### config.mk
export PLATFORM = sky130hd
export DESIGN_NAME = mc_ctrl_flat
export DESIGN_NICKNAME = d
export VERILOG_FILES = /design/src/rtl/mc_ctrl_if.sv /design/src/rtl/mc_ctrl.sv /design/src/flat_wrapper.sv
export SDC_FILE = /design/constraint.sdc
export NUM_CORES = 1
export LEC_CHECK = 0
export BUFFER_PORTS_ARGS = -buffer_cell sky130_fd_sc_hd__buf_2
export CORE_AREA = 2 2 55 57
export CTS_BUF_LIST = sky130_fd_sc_hd__clkbuf_2 sky130_fd_sc_hd__clkbuf_4 sky130_fd_sc_hd__clkbuf_8
export DETAILED_ROUTE_END_ITERATION = 10
export DIE_AREA = 0 0 57 59
export HOLD_SLACK_MARGIN = 0.1
export PLACE_DENSITY_LB_ADDON = 0.12
export RECOVER_POWER = 100
export SETUP_SLACK_MARGIN = 0.4
export SYNTH_ARGS = -nofsm -noshare
export SYNTH_HDL_FRONTEND = slang
export SYNTH_SLANG_ARGS = --single-unit
### constraint.sdc
create_clock -name clk -period 9.9 [get_ports clk]
set_clock_uncertainty 0.15 [all_clocks]
set_input_delay 2.97 -clock clk [delete_from_list [all_inputs] [get_ports clk]]
set_output_delay 2.97 -clock clk [all_outputs]
set_load 0.02 [all_outputs]
### src/rtl/mc_ctrl_if.sv
// Control bus between the multi-cycle main controller and the MIPS datapath.
// The master modport is the controller side; the slave modport is the datapath side.
interface mc_ctrl_if;
    logic [5:0] opcode;
    logic [5:0] funct;
    logic       zero;
    logic       im_ready;
    logic       dm_ready;

    logic       pc_wr;
    logic       ir_wr;
    logic       reg_wr;
    logic       mem_wr;
    logic       mem_rd;
    logic [1:0] ext_op;
    logic       alu_src;
    logic [2:0] alu_op;
    logic [1:0] reg_dst;
    logic [1:0] mem_to_reg;
    logic [1:0] pc_src;
    logic [2:0] state;
    logic       illegal;
    logic       timeout;

    modport master (
        input  opcode, funct, zero, im_ready, dm_ready,
        output pc_wr, ir_wr, reg_wr, mem_wr, mem_rd, ext_op, alu_src, alu_op,
               reg_dst, mem_to_reg, pc_src, state, illegal, timeout
    );

    modport slave (
        output opcode, funct, zero, im_ready, dm_ready,
        input  pc_wr, ir_wr, reg_wr, mem_wr, mem_rd, ext_op, alu_src, alu_op,
               reg_dst, mem_to_reg, pc_src, state, illegal, timeout
    );
endinterface

### src/rtl/mc_ctrl.sv
// Multi-cycle MIPS main controller: IF/ID/EX/MEM/WB sequencing with memory ready handshakes.
// Defining MC_CTRL_PERF_EN adds the cycle_cnt / instr_cnt performance counter ports.
module mc_ctrl #(
    parameter logic [3:0] IM_WAIT_MAX = 4'd15,
    parameter logic [3:0] DM_WAIT_MAX = 4'd15
) (
    input  logic      clk,
    input  logic      rst_n,
    mc_ctrl_if.master bus
`ifdef MC_CTRL_PERF_EN
    ,
    output logic [31:0] cycle_cnt,
    output logic [31:0] instr_cnt
`endif
);

    typedef enum logic [2:0] {
        ST_IF  = 3'd0,
        ST_ID  = 3'd1,
        ST_EX  = 3'd2,
        ST_MEM = 3'd3,
        ST_WB  = 3'd4
    } stateE;

    typedef enum logic [3:0] {
        I_ADDU, I_SUBU, I_JR, I_ORI, I_LUI, I_LW, I_SW, I_BEQ, I_JAL, I_ILL
    } instrE;

    localparam logic [5:0] OP_RTYPE = 6'h00;
    localparam logic [5:0] OP_JAL   = 6'h03;
    localparam logic [5:0] OP_BEQ   = 6'h04;
    localparam logic [5:0] OP_ORI   = 6'h0d;
    localparam logic [5:0] OP_LUI   = 6'h0f;
    localparam logic [5:0] OP_LW    = 6'h23;
    localparam logic [5:0] OP_SW    = 6'h2b;
    localparam logic [5:0] FN_JR    = 6'h08;
    localparam logic [5:0] FN_ADDU  = 6'h21;
    localparam logic [5:0] FN_SUBU  = 6'h23;

    localparam logic [1:0] EXT_ZERO  = 2'd0;
    localparam logic [1:0] EXT_SIGN  = 2'd1;
    localparam logic [1:0] EXT_UPPER = 2'd2;
    localparam logic [2:0] ALU_ADD   = 3'd0;
    localparam logic [2:0] ALU_SUB   = 3'd1;
    localparam logic [2:0] ALU_OR    = 3'd2;
    localparam logic [2:0] ALU_PASSB = 3'd3;

    stateE      stateQ, stateNext;
    instrE      instr;
    logic [3:0] waitCnt, waitCntNext;
    logic [3:0] waitLimit;
    logic       timeoutQ, setTimeout;
    logic [1:0] exExtOp;
    logic       exAluSrc;
    logic [2:0] exAluOp;

    // Instruction decode; sll (nop) and every other unlisted encoding fall to I_ILL.
    always_comb begin
        instr = I_ILL;
        case (bus.opcode)
            OP_RTYPE: begin
                case (bus.funct)
                    FN_ADDU: instr = I_ADDU;
                    FN_SUBU: instr = I_SUBU;
                    FN_JR:   instr = I_JR;
                    default: instr = I_ILL;
                endcase
            end
            OP_JAL:  instr = I_JAL;
            OP_BEQ:  instr = I_BEQ;
            OP_ORI:  instr = I_ORI;
            OP_LUI:  instr = I_LUI;
            OP_LW:   instr = I_LW;
            OP_SW:   instr = I_SW;
            default: instr = I_ILL;
        endcase
    end

    // ALU/extender setup is a function of the instruction only, so it holds from EX through WB.
    always_comb begin
        exExtOp  = EXT_ZERO;
        exAluSrc = 1'b0;
        exAluOp  = ALU_ADD;
        case (instr)
            I_ADDU: exAluOp = ALU_ADD;
            I_SUBU: exAluOp = ALU_SUB;
            I_ORI: begin
                exAluOp  = ALU_OR;
                exAluSrc = 1'b1;
                exExtOp  = EXT_ZERO;
            end
            I_LUI: begin
                exAluOp  = ALU_PASSB;
                exAluSrc = 1'b1;
                exExtOp  = EXT_UPPER;
            end
            I_LW, I_SW: begin
                exAluOp  = ALU_ADD;
                exAluSrc = 1'b1;
                exExtOp  = EXT_SIGN;
            end
            I_BEQ: begin
                exAluOp = ALU_SUB;
                exExtOp = EXT_SIGN;
            end
            default: ;
        endcase
    end

    // NOTE: every signal written here gets a default first, so no path can infer a latch.
    always_comb begin
        stateNext      = ST_IF;
        bus.pc_wr      = 1'b0;
        bus.ir_wr      = 1'b0;
        bus.reg_wr     = 1'b0;
        bus.mem_wr     = 1'b0;
        bus.mem_rd     = 1'b0;
        bus.ext_op     = EXT_ZERO;
        bus.alu_src    = 1'b0;
        bus.alu_op     = ALU_ADD;
        bus.reg_dst    = 2'd0;
        bus.mem_to_reg = 2'd0;
        bus.pc_src     = 2'd0;
        bus.illegal    = 1'b0;

        case (stateQ)
            ST_IF: begin
                bus.ir_wr = bus.im_ready;
                bus.pc_wr = bus.im_ready;
                stateNext = bus.im_ready ? ST_ID : ST_IF;
            end
            ST_ID: begin
                stateNext = ST_EX;
                case (instr)
                    I_JAL: begin
                        // PC already holds PC+4, which is the link value for $31.
                        bus.pc_wr      = 1'b1;
                        bus.pc_src     = 2'd2;
                        bus.reg_wr     = 1'b1;
                        bus.reg_dst    = 2'd2;
                        bus.mem_to_reg = 2'd2;
                        stateNext      = ST_IF;
                    end
                    I_JR: begin
                        bus.pc_wr  = 1'b1;
                        bus.pc_src = 2'd3;
                        stateNext  = ST_IF;
                    end
                    I_ILL: begin
                        bus.illegal = 1'b1;
                        stateNext   = ST_IF;
                    end
                    default: stateNext = ST_EX;
                endcase
            end
            ST_EX: begin
                bus.ext_op  = exExtOp;
                bus.alu_src = exAluSrc;
                bus.alu_op  = exAluOp;
                case (instr)
                    I_BEQ: begin
                        bus.pc_src = 2'd1;
                        bus.pc_wr  = bus.zero;
                        stateNext  = ST_IF;
                    end
                    I_LW, I_SW: stateNext = ST_MEM;
                    I_ADDU, I_SUBU, I_ORI, I_LUI: stateNext = ST_WB;
                    default: stateNext = ST_IF;
                endcase
            end
            ST_MEM: begin
                bus.ext_op  = exExtOp;
                bus.alu_src = exAluSrc;
                bus.alu_op  = exAluOp;
                bus.mem_rd  = (instr == I_LW);
                bus.mem_wr  = (instr == I_SW);
                if (instr == I_LW)
                    stateNext = bus.dm_ready ? ST_WB : ST_MEM;
                else if (instr == I_SW)
                    stateNext = bus.dm_ready ? ST_IF : ST_MEM;
                else
                    stateNext = ST_IF;
            end
            ST_WB: begin
                bus.ext_op     = exExtOp;
                bus.alu_src    = exAluSrc;
                bus.alu_op     = exAluOp;
                bus.reg_wr     = 1'b1;
                bus.reg_dst    = (instr == I_ADDU || instr == I_SUBU) ? 2'd1 : 2'd0;
                bus.mem_to_reg = (instr == I_LW) ? 2'd1 : 2'd0;
                stateNext      = ST_IF;
            end
            default: stateNext = ST_IF;
        endcase

        // NOTE: the state register already resets asynchronously, but IF still decodes
        // im_ready; gating here keeps every strobe low for the whole time rst_n is low.
        if (!rst_n) begin
            bus.pc_wr   = 1'b0;
            bus.ir_wr   = 1'b0;
            bus.reg_wr  = 1'b0;
            bus.mem_wr  = 1'b0;
            bus.mem_rd  = 1'b0;
            bus.illegal = 1'b0;
        end
    end

    // Wait counter: clears on any state change, saturates at 15 while a state waits.
    always_comb begin
        waitLimit   = (stateQ == ST_MEM) ? DM_WAIT_MAX : IM_WAIT_MAX;
        waitCntNext = 4'd0;
        setTimeout  = 1'b0;
        if (stateNext == stateQ) begin
            waitCntNext = (waitCnt == 4'hf) ? waitCnt : waitCnt + 4'd1;
            setTimeout  = (waitCntNext >= waitLimit);
        end
    end

    // NOTE: sequential state uses non-blocking assignments so all registers update together.
    always_ff @(posedge clk or negedge rst_n) begin
        if (!rst_n) begin
            stateQ   <= ST_IF;
            waitCnt  <= 4'd0;
            timeoutQ <= 1'b0;
        end else begin
            stateQ   <= stateNext;
            waitCnt  <= waitCntNext;
            timeoutQ <= timeoutQ | setTimeout;
        end
    end

    assign bus.state   = stateQ;
    assign bus.timeout = timeoutQ;

`ifdef MC_CTRL_PERF_EN
    logic retire;

    assign retire = (stateNext == ST_IF) &&
                    (stateQ inside {ST_ID, ST_EX, ST_MEM, ST_WB});

    always_ff @(posedge clk or negedge rst_n) begin
        if (!rst_n) begin
            cycle_cnt <= 32'd0;
            instr_cnt <= 32'd0;
        end else begin
            cycle_cnt <= cycle_cnt + 32'd1;
            if (retire)
                instr_cnt <= instr_cnt + 32'd1;
        end
    end
`endif

endmodule
### src/flat_wrapper.sv
// flat-port wrapper written by rule: the top's interface ports become plain ports
module mc_ctrl_flat 
#(
    parameter logic [3:0] IM_WAIT_MAX = 4'd15,
    parameter logic [3:0] DM_WAIT_MAX = 4'd15
)
  (clk, rst_n, bus_opcode, bus_funct, bus_zero, bus_im_ready, bus_dm_ready, bus_pc_wr, bus_ir_wr, bus_reg_wr, bus_mem_wr, bus_mem_rd, bus_ext_op, bus_alu_src, bus_alu_op, bus_reg_dst, bus_mem_to_reg, bus_pc_src, bus_state, bus_illegal, bus_timeout);
  mc_ctrl_if bus_i ();
  input  logic clk;
  input  logic rst_n;
  input wire logic [$bits(bus_i.opcode)-1:0] bus_opcode;
  input wire logic [$bits(bus_i.funct)-1:0] bus_funct;
  input wire logic [$bits(bus_i.zero)-1:0] bus_zero;
  input wire logic [$bits(bus_i.im_ready)-1:0] bus_im_ready;
  input wire logic [$bits(bus_i.dm_ready)-1:0] bus_dm_ready;
  output wire logic [$bits(bus_i.pc_wr)-1:0] bus_pc_wr;
  output wire logic [$bits(bus_i.ir_wr)-1:0] bus_ir_wr;
  output wire logic [$bits(bus_i.reg_wr)-1:0] bus_reg_wr;
  output wire logic [$bits(bus_i.mem_wr)-1:0] bus_mem_wr;
  output wire logic [$bits(bus_i.mem_rd)-1:0] bus_mem_rd;
  output wire logic [$bits(bus_i.ext_op)-1:0] bus_ext_op;
  output wire logic [$bits(bus_i.alu_src)-1:0] bus_alu_src;
  output wire logic [$bits(bus_i.alu_op)-1:0] bus_alu_op;
  output wire logic [$bits(bus_i.reg_dst)-1:0] bus_reg_dst;
  output wire logic [$bits(bus_i.mem_to_reg)-1:0] bus_mem_to_reg;
  output wire logic [$bits(bus_i.pc_src)-1:0] bus_pc_src;
  output wire logic [$bits(bus_i.state)-1:0] bus_state;
  output wire logic [$bits(bus_i.illegal)-1:0] bus_illegal;
  output wire logic [$bits(bus_i.timeout)-1:0] bus_timeout;
  assign bus_i.opcode = bus_opcode;
  assign bus_i.funct = bus_funct;
  assign bus_i.zero = bus_zero;
  assign bus_i.im_ready = bus_im_ready;
  assign bus_i.dm_ready = bus_dm_ready;
  assign bus_pc_wr = bus_i.pc_wr;
  assign bus_ir_wr = bus_i.ir_wr;
  assign bus_reg_wr = bus_i.reg_wr;
  assign bus_mem_wr = bus_i.mem_wr;
  assign bus_mem_rd = bus_i.mem_rd;
  assign bus_ext_op = bus_i.ext_op;
  assign bus_alu_src = bus_i.alu_src;
  assign bus_alu_op = bus_i.alu_op;
  assign bus_reg_dst = bus_i.reg_dst;
  assign bus_mem_to_reg = bus_i.mem_to_reg;
  assign bus_pc_src = bus_i.pc_src;
  assign bus_state = bus_i.state;
  assign bus_illegal = bus_i.illegal;
  assign bus_timeout = bus_i.timeout;
  mc_ctrl #(.IM_WAIT_MAX(IM_WAIT_MAX), .DM_WAIT_MAX(DM_WAIT_MAX)) u_core (.clk(clk), .rst_n(rst_n), .bus(bus_i));
endmodule
==> impl_metrics.env <==
export IMPL_outcome="finished, final reports clean"
export IMPL_ff2ff_path_depth=6
export IMPL_post_route_min_period_ps=8624
export IMPL_synth_seq_area_share_pct=18.52
export IMPL_rows=19
export IMPL_critPathKind="in2out"
export IMPL_instances_no_fill=201
export IMPL_core_area_um2=2710
export IMPL_hold_path_class="reg2reg"
export IMPL_yosysWarnings=0
export IMPL_p_clk_share_pct=27.8
export IMPL_drt_iter0_drc=20
export IMPL_start_util_pct=39.89
export IMPL_clk_pin_slew_ps=50
export IMPL_syn_inst=140
export IMPL_worst_pin_slew_ps=938.2
export IMPL_routed_via_density=5.642
export IMPL_grt_ovfl_total=0
export IMPL_cts_buffers=3
export IMPL_grt_max_degree=14
export IMPL_p_leak_nw=0.4553
export IMPL_vias=1134
export IMPL_grt_pass1_wl_um=4816
export IMPL_timing_rr_start="u_core.waitCnt[0]$_DFF_PN0_"
export IMPL_ys_flop_type="dfrtp_1"
export IMPL_drive_above_1_share_pct=17.06
export IMPL_cp_max_fo=11
export IMPL_netlist_area_um2=1081
export IMPL_sw_frac_of_total_pct=34.79
export IMPL_max_stage_delay_ps=740
export IMPL_yosys_top_cells_area="dfrtp_1 19%, nor2_1 5.9%, buf_6 4.2%"
export IMPL_cts_tree="built"
export IMPL_routed_wirelength_um=2823
export IMPL_seqCellArea_um2=200.2
export IMPL_synth_edf_count=0
export IMPL_root_buffer="clkbuf_4"
export IMPL_cp_startpoint="bus_opcode[0]"
export IMPL_track_usage_pct=17.96
export IMPL_timing_setup_tns_ps=0
export IMPL_cts_sinks=8
export IMPL_setup_worst_path_end_class="output port"
export IMPL_postCtsHoldBufs=0
export IMPL_grt_setup_unrepaired="false"
export IMPL_fmax_mhz=115.9
export IMPL_final_common_cell="clkbuf_1"
export IMPL_cp_endpoint="bus_pc_wr"
export IMPL_slowest_stage="nor4_1"
export IMPL_die_w_um=57
export IMPL_num_fill_cells=308
export IMPL_ys_types=52
export IMPL_synth_seq_cells=8
export IMPL_hold_violations=0
export IMPL_grt_antenna_before_repair=0
export IMPL_max_cap_violations=0
export IMPL_switching_power_uw=31.07
export IMPL_grt_pass1_vias=1083
export IMPL_path_common_cell="clkbuf_1"
export IMPL_synth_top_area_share_pct=18.52
export IMPL_whs_ps=327.2
export IMPL_worst_ep_required_time_ps=6780
export IMPL_post_drt_wl_per_cell_um=14.04
export IMPL_die_y_um=59
export IMPL_post_route_util_pct=43.44
export IMPL_period_share_pct=87.12
export IMPL_dr_pass1_iters=4
export IMPL_path_cells="clkbuf_1 > or3_1 > nor4_1 > nor2b_2 > a2111oi_0 > o31a_1 > clkbuf_1"
export IMPL_place_area_um2=1212
export IMPL_power_density_nw_per_um2=75.86
export IMPL_clk_latency_ps=250
export IMPL_port_buffers=37
export IMPL_synth_top_area_cell="dfrtp_1"
export IMPL_fp_dieArea_um2=3363
export IMPL_finalWorstSetupSlack_ps=1276
export IMPL_dp_hpwl_um=2220
export IMPL_rr_endpoint="u_core.bus.timeout$_DFF_PN0_"
export IMPL_start_kind="primary input"
export IMPL_synth_nets=158
export IMPL_p_total_uw=89.32
export IMPL_reg2reg_slack_ps=8310
export IMPL_area_delta_synth_final_pct=8.912
export IMPL_critical_path_arrival_ps=5500
export IMPL_seq_power_share_pct=40.9
export IMPL_maxSlewHeadroom_pct=36.88
export IMPL_post_cts_setup_buffers=0
export IMPL_intPower_uw=58.25
export IMPL_combPwrFrac_pct=31.3
export IMPL_ys_async_sr_fraction_pct=100.0
export IMPL_pre_cts_ws_ps=2021
export IMPL_drc_errors=0
export IMPL_htree_levels=1
export IMPL_most_common_layout_cells="20 x clkbuf_1, 17 x nor2_1, 17 x buf_2"
export IMPL_report_final_slew_viol_count=0
export IMPL_clock_tree_buffer_depth=2
export IMPL_nets=190
export IMPL_gp_congestion=0.8204
export IMPL_ios=39
export IMPL_peakVddDrop_uv=75.22
export IMPL_syn_area_per_cell_um2=7.722
export IMPL_multiInputGateArea_um2=744.5
export IMPL_post_cts_resized=0
export IMPL_diodes=0
export IMPL_postRouteAntennaNets=0
export IMPL_dp_cells=198
export IMPL_setup_viol=0
export IMPL_finalInstanceArea_um2=1177
[power by group through the flow]
stage	Clock (mW)	Combinational, mW	Sequential, mW
2_1_floorplan	0	0.0219	0.0364
3_3_place_gp	0	0.0287	0.0371
3_5_place_dp	0	0.0291	0.0371
4_1_cts	0.0263	0.0293	0.0365
5_1_grt	0.0287	0.0314	0.0368
6_report	0.0248	0.0280	0.0366
[state kept, by name, indices dropped and copies added (netlist names)]
register,count
u_core.waitCnt,4
u_core.bus.state,3
u_core.bus.timeout,1
[Yosys cell counts (all sizes together), types with 3 or more instances]
| master | count |
|---|---|
| nor2 | 17 |
| or2 | 3 |
| nor3b | 5 |
| a21oi | 7 |
| nor2b | 3 |
| inv | 3 |
| nor3 | 6 |
| dfrtp | 8 |
| nand2 | 12 |
| o21ai | 6 |
| xor2 | 3 |
| nand2b | 3 |
| nand4 | 3 |
| nand3 | 8 |
| buf | 8 |
| nand3b | 4 |
| and3b | 4 |
[per-layer routing]
metal	global-route usage (%)	part of all wire [%]	routed length, µm	up-vias
met2	29.56	48	1343	32
met3	4.148	4.8	136	0
met1	24.02	48	1342	526
met4	4.319	0	0	0
met5	0	0	0	-
li1	-	-	-	576
[worst max-delay path: cells and delay by family]
kind                   cells  cell delay (ps)
AOI/OAI and AO/OA          2              780
and+or+nand+nor            3             1290
buffers and inverters      2              470
[area by class of cell]
type                       instances  share of cell area (%)
clock buffer                       3                   1.913
sequential                         8                   17.00
tap                               31                   3.294
timing repair buffer              37                   13.60
inverter                           3                  0.9564
multi-input combinational        119                   63.23
[kinds of logic (layout without fill, tap and decap cells)]
family	after synthesis	count (layout)	share of synthesized area [%]
AOI/OAI and AO/OA	30	30	20.60
xor gates and xnor gates	4	4	3.241
adders and majority gates	1	1	1.157
buffers and inverters	13	43	9.606
DFF	8	8	18.52
muxes	1	1	0.9260
other	1	1	0.3469
and+or+nand+nor	82	82	45.60
[how the worst min path moves through the flow]
stage | slack, ps | start | cells after the start | to
2_1_floorplan | 390 | u_core.waitCnt[3]$_DFF_PN0_ | 2 | u_core.bus.timeout$_DFF_PN0_
3_3_place_gp | 310 | u_core.bus.timeout$_DFF_PN0_ | 1 | u_core.bus.timeout$_DFF_PN0_
3_5_place_dp | 320 | u_core.bus.timeout$_DFF_PN0_ | 1 | u_core.bus.timeout$_DFF_PN0_
4_1_cts | 340 | u_core.bus.timeout$_DFF_PN0_ | 1 | u_core.bus.timeout$_DFF_PN0_
5_1_grt | 370 | u_core.bus.timeout$_DFF_PN0_ | 1 | u_core.bus.timeout$_DFF_PN0_
6_report | 330 | u_core.bus.timeout$_DFF_PN0_ | 1 | u_core.bus.timeout$_DFF_PN0_
Power figures use the tool's default switching activity.
